==> config.mk <==
export PLATFORM = sky130hd
export DESIGN_NAME = set_job_arbiter_flat
export DESIGN_NICKNAME = d
export VERILOG_FILES = /design/src/rtl/set_job_arbiter_if.sv /design/src/rtl/set_job_arbiter.sv /design/src/flat_wrapper.sv
export SDC_FILE = /design/constraint.sdc
export NUM_CORES = 1
export LEC_CHECK = 0
export ABC_AREA = 1
export CORE_UTILIZATION = 35
export DETAILED_ROUTE_END_ITERATION = 8
export GPL_ROUTABILITY_DRIVEN = 0
export PLACE_DENSITY = 0.8
export SLEW_MARGIN = 20
export SYNTH_ARGS = -nofsm -noshare
export SYNTH_HDL_FRONTEND = slang
export SYNTH_SLANG_ARGS = --single-unit
export TNS_END_PERCENT = 5
==> constraint.sdc <==
create_clock -name clk -period 1.6 [get_ports clk]
set_input_delay 0.32 -clock clk [delete_from_list [all_inputs] [get_ports clk]]
set_output_delay 0.32 -clock clk [all_outputs]
set_load 0.02 [all_outputs]
==> src/rtl/set_job_arbiter_if.sv <==
// Requester/response channel bundle for set_job_arbiter.
// master = requester/consumer side, slave = arbiter side.
interface set_job_arbiter_if #(
   parameter int unsigned NREQ = 2,
   parameter int unsigned IDW  = 3
);
   logic [NREQ-1:0]    req_valid;
   logic [NREQ-1:0]    req_ready;
   logic [24*NREQ-1:0] req_central;
   logic [12*NREQ-1:0] req_radius;
   logic [2*NREQ-1:0]  req_mode;
   logic               rsp_valid;
   logic               rsp_ready;
   logic [IDW-1:0]     rsp_id;
   logic [7:0]         rsp_candidate;
   logic               rsp_err;

   modport master (
      output req_valid, req_central, req_radius, req_mode, rsp_ready,
      input  req_ready, rsp_valid, rsp_id, rsp_candidate, rsp_err
   );

   modport slave (
      input  req_valid, req_central, req_radius, req_mode, rsp_ready,
      output req_ready, rsp_valid, rsp_id, rsp_candidate, rsp_err
   );
endinterface

==> src/rtl/set_job_arbiter.sv <==
// Round-robin job arbiter and watchdog in front of one point-set counting engine.
// Optional per-requester statistics counters are enabled with SET_ARB_STATS_EN.
module set_job_arbiter #(
   parameter int unsigned NREQ    = 2,
   parameter int unsigned IDW     = 3,
   parameter int unsigned TIMEOUT = 512
) (
   input  logic        clk,
   input  logic        rst,
   set_job_arbiter_if.slave bus,
   output logic        set_en,
   output logic [23:0] set_central,
   output logic [11:0] set_radius,
   output logic [1:0]  set_mode,
   input  logic        set_valid,
   input  logic [7:0]  set_candidate
`ifdef SET_ARB_STATS_EN
   ,
   output logic [16*NREQ-1:0] stat_jobs,
   output logic [7:0]         stat_timeouts
`endif
);

   localparam int unsigned WdW = $clog2(TIMEOUT + 1);

   typedef enum logic [1:0] {StIdle, StIssue, StWait, StResp} state_e;

   state_e         state_q, state_d;
   logic [IDW-1:0] last_q, last_d;
   logic [IDW-1:0] id_q, id_d;
   logic [23:0]    cen_q, cen_d;
   logic [11:0]    rad_q, rad_d;
   logic [1:0]     mode_q, mode_d;
   logic [7:0]     cand_q, cand_d;
   logic           err_q, err_d;
   logic [WdW-1:0] wdog_q, wdog_d;

   logic           gnt_found;
   logic [IDW-1:0] gnt_idx;

   // Second pass (indices above last grant) overrides the wrapped first pass.
   always_comb begin
      gnt_found = 1'b0;
      gnt_idx   = '0;
      for (int i = int'(NREQ) - 1; i >= 0; i--) begin
         if (bus.req_valid[i] && (i <= int'(last_q))) begin
            gnt_found = 1'b1;
            gnt_idx   = IDW'(i);
         end
      end
      for (int i = int'(NREQ) - 1; i >= 0; i--) begin
         if (bus.req_valid[i] && (i > int'(last_q))) begin
            gnt_found = 1'b1;
            gnt_idx   = IDW'(i);
         end
      end
   end

   always_comb begin
      bus.req_ready = '0;
      if (state_q == StIdle && gnt_found) begin
         bus.req_ready = NREQ'(1) << gnt_idx;
      end
   end

   always_comb begin
      state_d = state_q;
      last_d  = last_q;
      id_d    = id_q;
      cen_d   = cen_q;
      rad_d   = rad_q;
      mode_d  = mode_q;
      cand_d  = cand_q;
      err_d   = err_q;
      wdog_d  = wdog_q;
      unique case (state_q)
         StIdle: begin
            if (gnt_found) begin
               id_d    = gnt_idx;
               cen_d   = bus.req_central[24*gnt_idx +: 24];
               rad_d   = bus.req_radius[12*gnt_idx +: 12];
               mode_d  = bus.req_mode[2*gnt_idx +: 2];
               state_d = StIssue;
            end
         end
         StIssue: begin
            wdog_d  = '0;
            state_d = StWait;
         end
         StWait: begin
            wdog_d = wdog_q + 1'b1;
            if (set_valid) begin
               cand_d  = set_candidate;
               err_d   = 1'b0;
               state_d = StResp;
            end else if (wdog_q == WdW'(TIMEOUT - 1)) begin
               cand_d  = '0;
               err_d   = 1'b1;
               state_d = StResp;
            end
         end
         StResp: begin
            if (bus.rsp_ready) begin
               last_d  = id_q;
               state_d = StIdle;
            end
         end
         default: state_d = StIdle;
      endcase
   end

   always_ff @(posedge clk) begin
      if (!rst) begin
         state_q <= StIdle;
         last_q  <= IDW'(NREQ - 1);
         id_q    <= '0;
         cen_q   <= '0;
         rad_q   <= '0;
         mode_q  <= '0;
         cand_q  <= '0;
         err_q   <= 1'b0;
         wdog_q  <= '0;
      end else begin
         state_q <= state_d;
         last_q  <= last_d;
         id_q    <= id_d;
         cen_q   <= cen_d;
         rad_q   <= rad_d;
         mode_q  <= mode_d;
         cand_q  <= cand_d;
         err_q   <= err_d;
         wdog_q  <= wdog_d;
      end
   end

   assign set_en            = (state_q == StIssue);
   assign set_central       = cen_q;
   assign set_radius        = rad_q;
   assign set_mode          = mode_q;
   assign bus.rsp_valid     = (state_q == StResp);
   assign bus.rsp_id        = id_q;
   assign bus.rsp_candidate = cand_q;
   assign bus.rsp_err       = err_q;

`ifdef SET_ARB_STATS_EN
   logic [15:0] jobs_q [NREQ];
   logic [7:0]  to_q;
   logic        rsp_hs;

   assign rsp_hs = (state_q == StResp) && bus.rsp_ready;

   always_ff @(posedge clk) begin
      if (!rst) begin
         for (int i = 0; i < int'(NREQ); i++) begin
            jobs_q[i] <= '0;
         end
         to_q <= '0;
      end else if (rsp_hs) begin
         if (err_q) begin
            if (to_q != 8'hff) begin
               to_q <= to_q + 1'b1;
            end
         end else begin
            for (int i = 0; i < int'(NREQ); i++) begin
               if (id_q == IDW'(i) && jobs_q[i] != 16'hffff) begin
                  jobs_q[i] <= jobs_q[i] + 1'b1;
               end
            end
         end
      end
   end

   always_comb begin
      stat_jobs = '0;
      for (int i = 0; i < int'(NREQ); i++) begin
         stat_jobs[16*i +: 16] = jobs_q[i];
      end
   end

   assign stat_timeouts = to_q;
`endif

endmodule

==> src/flat_wrapper.sv <==
// flat-port wrapper written by rule: the top's interface ports become plain ports
module set_job_arbiter_flat 
#(
   parameter int unsigned NREQ    = 2,
   parameter int unsigned IDW     = 3,
   parameter int unsigned TIMEOUT = 512
)
  (clk, rst, set_en, set_central, set_radius, set_mode, set_valid, set_candidate, bus_req_valid, bus_req_central, bus_req_radius, bus_req_mode, bus_rsp_ready, bus_req_ready, bus_rsp_valid, bus_rsp_id, bus_rsp_candidate, bus_rsp_err);
  set_job_arbiter_if #(.NREQ(NREQ), .IDW(IDW)) bus_i ();
  input  logic clk;
  input  logic rst;
  output logic set_en;
  output logic [23:0] set_central;
  output logic [11:0] set_radius;
  output logic [1:0] set_mode;
  input  logic set_valid;
  input  logic [7:0] set_candidate;
  input wire logic [$bits(bus_i.req_valid)-1:0] bus_req_valid;
  input wire logic [$bits(bus_i.req_central)-1:0] bus_req_central;
  input wire logic [$bits(bus_i.req_radius)-1:0] bus_req_radius;
  input wire logic [$bits(bus_i.req_mode)-1:0] bus_req_mode;
  input wire logic [$bits(bus_i.rsp_ready)-1:0] bus_rsp_ready;
  output wire logic [$bits(bus_i.req_ready)-1:0] bus_req_ready;
  output wire logic [$bits(bus_i.rsp_valid)-1:0] bus_rsp_valid;
  output wire logic [$bits(bus_i.rsp_id)-1:0] bus_rsp_id;
  output wire logic [$bits(bus_i.rsp_candidate)-1:0] bus_rsp_candidate;
  output wire logic [$bits(bus_i.rsp_err)-1:0] bus_rsp_err;
  assign bus_i.req_valid = bus_req_valid;
  assign bus_i.req_central = bus_req_central;
  assign bus_i.req_radius = bus_req_radius;
  assign bus_i.req_mode = bus_req_mode;
  assign bus_i.rsp_ready = bus_rsp_ready;
  assign bus_req_ready = bus_i.req_ready;
  assign bus_rsp_valid = bus_i.rsp_valid;
  assign bus_rsp_id = bus_i.rsp_id;
  assign bus_rsp_candidate = bus_i.rsp_candidate;
  assign bus_rsp_err = bus_i.rsp_err;
  set_job_arbiter #(.NREQ(NREQ), .IDW(IDW), .TIMEOUT(TIMEOUT)) u_core (.clk(clk), .rst(rst), .bus(bus_i), .set_en(set_en), .set_central(set_central), .set_radius(set_radius), .set_mode(set_mode), .set_valid(set_valid), .set_candidate(set_candidate));
endmodule
==> results of run 1 <==
==> synth_stat cells (4+ instances only) <==
master	instances
nand3_1	10
buf_2	7
clkbuf_1	6
dfxtp_1	61
inv_1	18
ha_1	6
nor3_1	4
nand2_1	157
a21oi_1	19
a31oi_1	39
nor2_1	15
buf_4	6
==> state kept, by name (all words and copies together) (netlist names) <==
signal                    count
u_core.set_central           24
u_core.bus.rsp_candidate      8
u_core.set_radius            12
u_core.state_q                2
u_core.wdog_q                10
u_core.bus.rsp_id             1
u_core.set_mode               2
u_core.last_q                 1
u_core.bus.rsp_err            1
==> cell usage in the layout, fill, tap and decap left out, drive strengths merged, types with 6 or more instances in the layout <==
master	instances
ha	6
dlymetal6s2s	19
dfxtp	61
nand2	157
inv	18
nand3	10
clkbuf	9
buf	21
nor2	16
a31oi	39
dlygate4sd2	31
a21oi	20
clkdlybuf4s50	87
==> where the power goes <==
| part | switching, mW | internal (mW) |
|---|---|---|
| combinational | 1.51 | 1.10 |
| sequential | 0.152 | 1.84 |
| clock | 0.643 | 0.724 |
| total | 2.31 | 3.67 |
==> how the worst max path moves through the flow <==
stage / startpoint / end / slack (ns) / cells past startpoint
floorplan: u_core.state_q[1] / u_core.wdog_q[7] / 0.06 / 9
global placement: bus_req_valid[1] / bus_req_ready[1] / -0.55 / 4
detailed placement: bus_req_valid[1] / bus_req_ready[1] / -0.55 / 4
CTS: bus_req_valid[0] / u_core.set_central[19] / -0.01 / 7
global route: u_core.state_q[0] / bus_req_ready[1] / -0.04 / 5
finish: u_core.state_q[0] / bus_req_ready[1] / 0.02 / 5
==> what timing repair did <==
action,in CTS,in global routing
pin swaps,1,1
endpoints found under the setup margin,73,66
resized for setup,54,29
==> layout make-up <==
class | instances | share of cell area (%)
clock buffer | 9 | 2.805
clock inverter | 7 | 1.728
inverter | 18 | 1.530
multi-input combinational | 259 | 27.90
sequential | 61 | 27.71
tap | 96 | 2.720
timing repair buffer | 158 | 35.61
==> worst reg2reg max path: cells and delay by family (launching register included) <==
family | cells | cell delay, ns
AO/OA/AOI/OAI | 1 | 0.22
adder cells (fa/ha/maj) | 1 | 0.15
buffers and inverters | 3 | 0.46
flip-flops | 1 | 0.33
AND/OR/NAND/NOR | 2 | 0.30
==> logic make-up after synthesis <==
logic type / Yosys count / share of synthesized area [%]
other cells: 1 / 0.1457
buf+inv: 38 / 6.757
simple gates: 188 / 28.29
compound gates: 63 / 14.44
flops: 61 / 47.45
fa+ha+maj: 6 / 2.917
==> routing by layer <==
| layer | up-vias | routed length [um] | GRT usage (%) |
|---|---|---|---|
| li1 | 1463 | - | - |
| met1 | 1320 | 3436 | 23.42 |
| met2 | 105 | 4152 | 38.05 |
| met3 | 4 | 589 | 5.372 |
| met4 | 0 | 65 | 7.154 |
| met5 | - | 0 | 0 |
==> run_results.csv, run 1 <==
group,metric,value,unit
outcome,status,"finished clean",
worst_setup_path,cp_max_fo,2,
placed_design,placedCellCount,592,
clocking,cts_buffer_depth,2,
worst_setup_path,r2r_start,"u_core.state_q[0]",
worst_setup_path,reg2reg_depth,7,
synthesis,async_flop_share,0,%
cells_and_area,final_nets,603,
sta,final_hold_viol_count,0,
synthesis,synth_edf_count,0,
synthesis,syn_inst,357,
clocking,cts_root_buffer,"clkbuf_8",
die,rows,30,
route,drt_iter0_drc,101,
route,post_drt_wl_per_cell,13.56,um
global_routing,grt.total_usage,20.85,%
clocking,ctsHtreeMaxLevel,3,
placed_design,pre_cts_ws,-0.5462,ns
route,drt_pass1_iterations,4,
synthesis,ys_ff_latch,61,
sta,maxSlewViolCount,0,
synthesis,synthTopCellsByArea,"dfxtp_1 47%, nand2_1 23%, a31oi_1 9.5%",
power_and_ir_drop,p_leak,2.088,nW
worst_setup_path,reg2reg_slack,0.07,ns
sta,rsz0062_at_grt,"yes",
clocking,ctsHoldBuffers,0,
synthesis,synthesis.area,0.002574,mm^2
global_routing,grt_overflow_total,0,
flow_run,maxCapViolations,0,
synthesis,synthFlopType,"dfxtp_1",
synthesis,yosysTopAreaCell,"dfxtp_1",
placed_design,place_hpwl,5678,um
global_routing,grt_pass1_wl,12410,um
worst_setup_path,critical-path-max-stage-delay,0.33,ns
synthesis,synth_top_area_share,47.45,%
route,wirelength,8244,um
placed_design,io_buffers,141,
min_path,hp-start,"u_core.bus.rsp_candidate[5]",
route,vias_per_cell,4.757,
cells_and_area,area.growth.synth_to_final,71.61,%
clocking,cts-buffers-inserted,9,
cells_and_area,fin_cells,608,
cells_and_area,seqCellArea,0.001224,mm^2
worst_setup_path,cp_slowest_cell,"dfxtp_2",
die,dieArea,0.007700,mm^2
worst_setup_path,cp.required,1.28,ns
route,ant_nets,0,
clocking,clock_latency,0.33,ns
global_routing,grt_max_degree,40,
sta,fmax,634.3,MHz
sta,finalCritPeriodShare,98.54,%
synthesis,seq_area_frac_synth,47.45,%
global_routing,grt_pass1_vias,2727,
worst_setup_path,path_buf_inv,3,
worst_setup_path,cp-end-kind,"output pin",
route,drc,0,
min_path,worst_hold_path_type,"reg2reg",
power_and_ir_drop,peakVddDrop,0.5873,mV
die,initial_core_util,37.06,%
route,num_vias,2892,
min_path,min_to,"u_core.bus.rsp_candidate[5]",
worst_setup_path,cp.arrival,1.26,ns
worst_setup_path,critPathTopFamily,"flip-flops",
cells_and_area,multi_input_area,0.001232,mm^2
worst_setup_path,r2r_end,"u_core.set_radius[3]",
worst_setup_path,worst-setup-path-type,"reg2out",
sta,finalCriticalPeriod,1.577,ns
die,dieWidth,87.75,um
global_routing,antenna_found_initial,0,
die,io_pins,144,
cells_and_area,layout-drive-gt1-share,9.570,%
sta,fin_setup_tns,0,ns
worst_setup_path,cp-start-kind,"flip-flop",
die,dieHeight,87.75,um
placed_design,post_dp_cell_area,0.004173,mm^2
power_and_ir_drop,report.power.total,5.973,mW
min_path,hold_depth,2,
cells_and_area,stdcell_area,0.004417,mm^2
die,design.core.area,0.006944,mm^2
clocking,cts_setup_buffers,0,
cells_and_area,fillCellCount,598,
sta,fin_ws,0.02340,ns
synthesis,syn_area_per_cell,7.209,um^2
power_and_ir_drop,p_per_area,1352,mW/mm^2
synthesis,synth_cell_types,19,
clocking,cts_tree,"yes",
sta,skew,0.009774,ns
clocking,clkTransAtPathRegs,0.07,ns
cells_and_area,diodes,0,
cells_and_area,finalCoreUtilization,63.60,%
worst_setup_path,path_cells,"inv_2 -> ha_4 -> inv_1 -> nor2_4 -> buf_6",
sta,hold_ws,0.4622,ns
clocking,cts.sinks,61,
synthesis,synth_warnings,0,
sta,setup_viol,0,
Power figures use the tool's default switching activity.
==> inputs of run 2 (changes only) <==
ABC_CLOCK_PERIOD_IN_PS = 1600   (was unset)
CORE_MARGIN = 10   (was unset)
==> run_results.csv, run 2 (synthesized netlist as in run 1, its figures left out) <==
group,metric,value,unit
outcome,status,"finished clean",
sta,rsz0062_at_grt,"no",
route,post_drt_wl_per_cell,15.60,um
clocking,ctsHoldBuffers,0,
global_routing,grt_overflow_total,0,
die,io_pins,144,
clocking,cts_buffer_depth,2,
die,design.core.area,0.007214,mm^2
sta,maxSlewViolCount,0,
worst_setup_path,cp-start-kind,"input port",
cells_and_area,fin_cells,609,
worst_setup_path,path_cells,"clkdlybuf4s50_1 -> o21ai_2 -> a21oi_4 -> buf_6",
cells_and_area,mostFrequentLayoutCells,"155 x nand2_1, 88 x clkdlybuf4s50_1, 59 x dfxtp_1",
cells_and_area,largest_reg_flops,24,
flow_run,maxCapViolations,0,
clocking,cts_setup_buffers,0,
die,dieHeight,105.8,um
sta,setup_viol,0,
route,drc,0,
power_and_ir_drop,peakVddDrop,0.5613,mV
global_routing,grt_max_degree,41,
clocking,cts_tree,"yes",
min_path,worst_hold_path_type,"reg2reg",
power_and_ir_drop,p_leak,1.863,nW
sta,fmax,639.0,MHz
cells_and_area,layout_commonest_cell,"nand2_1",
worst_setup_path,cp_slowest_cell,"clkdlybuf4s50_1",
sta,finalCritPeriodShare,97.81,%
clocking,cts-buffers-inserted,9,
clocking,clkTransAtPathRegs,0.06,ns
cells_and_area,area.growth.synth_to_final,67.53,%
cells_and_area,layout-drive-gt1-share,9.804,%
route,drt_iter0_drc,135,
worst_setup_path,cp_max_fo,4,
global_routing,grt.total_usage,16.39,%
route,ant_nets,0,
power_and_ir_drop,p_per_area,1333,mW/mm^2
clocking,clock_latency,0.33,ns
cells_and_area,diodes,0,
placed_design,io_buffers,141,
global_routing,grt_pass1_vias,3006,
sta,finalCriticalPeriod,1.565,ns
global_routing,antenna_found_initial,0,
route,num_vias,2893,
sta,final_hold_viol_count,0,
worst_setup_path,critical-path-max-stage-delay,0.54,ns
worst_setup_path,cp.arrival,1.24,ns
die,dieWidth,105.8,um
clocking,ctsHtreeMaxLevel,3,
placed_design,place_hpwl,7051,um
worst_setup_path,cp-end-kind,"output pin",
worst_setup_path,worst-setup-path-type,"in2out",
die,dieArea,0.01118,mm^2
worst_setup_path,cp.required,1.28,ns
clocking,cts.sinks,61,
die,rows,31,
clocking,cts_root_buffer,"clkbuf_8",
sta,skew,0.01252,ns
cells_and_area,final_nets,603,
route,drt_pass1_iterations,4,
placed_design,placedCellCount,595,
global_routing,grt_pass1_wl,15120,um
cells_and_area,fillCellCount,682,
route,wirelength,9500,um
sta,hold_ws,0.4542,ns
die,initial_core_util,35.67,%
route,vias_per_cell,4.750,
-- run 2: changes by cell type in the layout (fill, tap and decap cells not counted), moves of 2 or more --
cell | previous run | this run
dlygate4sd2_1 | 31 | 47
clkinv_4 | 3 | 0
dlymetal6s2s_1 | 19 | 2
clkbuf_8 | 9 | 11
o21ai_2 | 0 | 2
clkinvlp_4 | 2 | 0
nand2_1 | 157 | 155
nand2_2 | 0 | 2
-- run 2: where the power goes --
group | internal, mW | switching [mW] | leakage [nW] | total (mW)
Sequential | 1.84 | 0.159 | 0.500 | 2.00
Combinational | 1.04 | 1.52 | 1.28 | 2.56
Clock | 0.625 | 0.561 | 0.0881 | 1.19
Total | 3.51 | 2.24 | 1.86 | 5.75
-- run 2: per-stage QoR --
step	util, %	power (mW)	setup TNS (ns)	cell area [um^2]	setup WS (ns)
2_1_floorplan	-	3.438	0	2577	0.06367
3_3_place_gp	57.61	4.662	-10.34	4156	-0.4730
3_5_place_dp	57.61	4.726	-11.91	4156	-0.4852
4_1_cts	59.07	5.727	-0.001750	4262	-0.001750
5_1_grt	59.76	6.139	0	4312	0.001708
6_report	59.76	5.746	0	4312	0.03511
-- run 2: area by class of cell --
| type | instances | area [um^2] | share of cell area, % |
|---|---|---|---|
| clock inverters | 2 | 10.01 | 0.2322 |
| inverters | 18 | 67.56 | 1.567 |
| clock buffers | 12 | 155.1 | 3.598 |
| flip-flops and latches | 61 | 1224 | 28.38 |
| repair buffers | 158 | 1498 | 34.74 |
| well taps | 99 | 123.9 | 2.873 |
| multi-input cells | 259 | 1234 | 28.61 |
-- run 2: metal layers --
metal / GRT usage, % / vias to the layer above / wire [um]
met2: 28.49 / 98 / 4686
met4: 6.093 / 0 / 192
li1: - / 1456 / -
met3: 5.359 / 17 / 682
met1: 18.18 / 1322 / 3939
met5: 0 / - / 0
-- run 2: worst paths after layout --
| check | start | to | slack, ns | cells after the start |
|---|---|---|---|---|
| hold reg to reg | u_core.bus.rsp_err | u_core.bus.rsp_err | 0.45 | 2 |
| hold / removal | u_core.bus.rsp_err | u_core.bus.rsp_err | 0.45 | 2 |
| setup reg to reg | u_core.state_q[1] | u_core.state_q[1] | 0.15 | 9 |
| setup / recovery | bus_req_valid[1] | bus_req_ready[0] | 0.04 | 4 |
-- run 2: critical path, delay by kind of cell --
family | cells | cell delay (ns)
buffers and inverters | 2 | 0.68
AOI/OAI and AO/OA | 2 | 0.25
-- run 2: what timing repair did --
item / 4_1_cts / 5_1_grt
resized for setup: 69 / 18
setup endpoints to repair: 52 / 50
pin swaps: 1 / 1
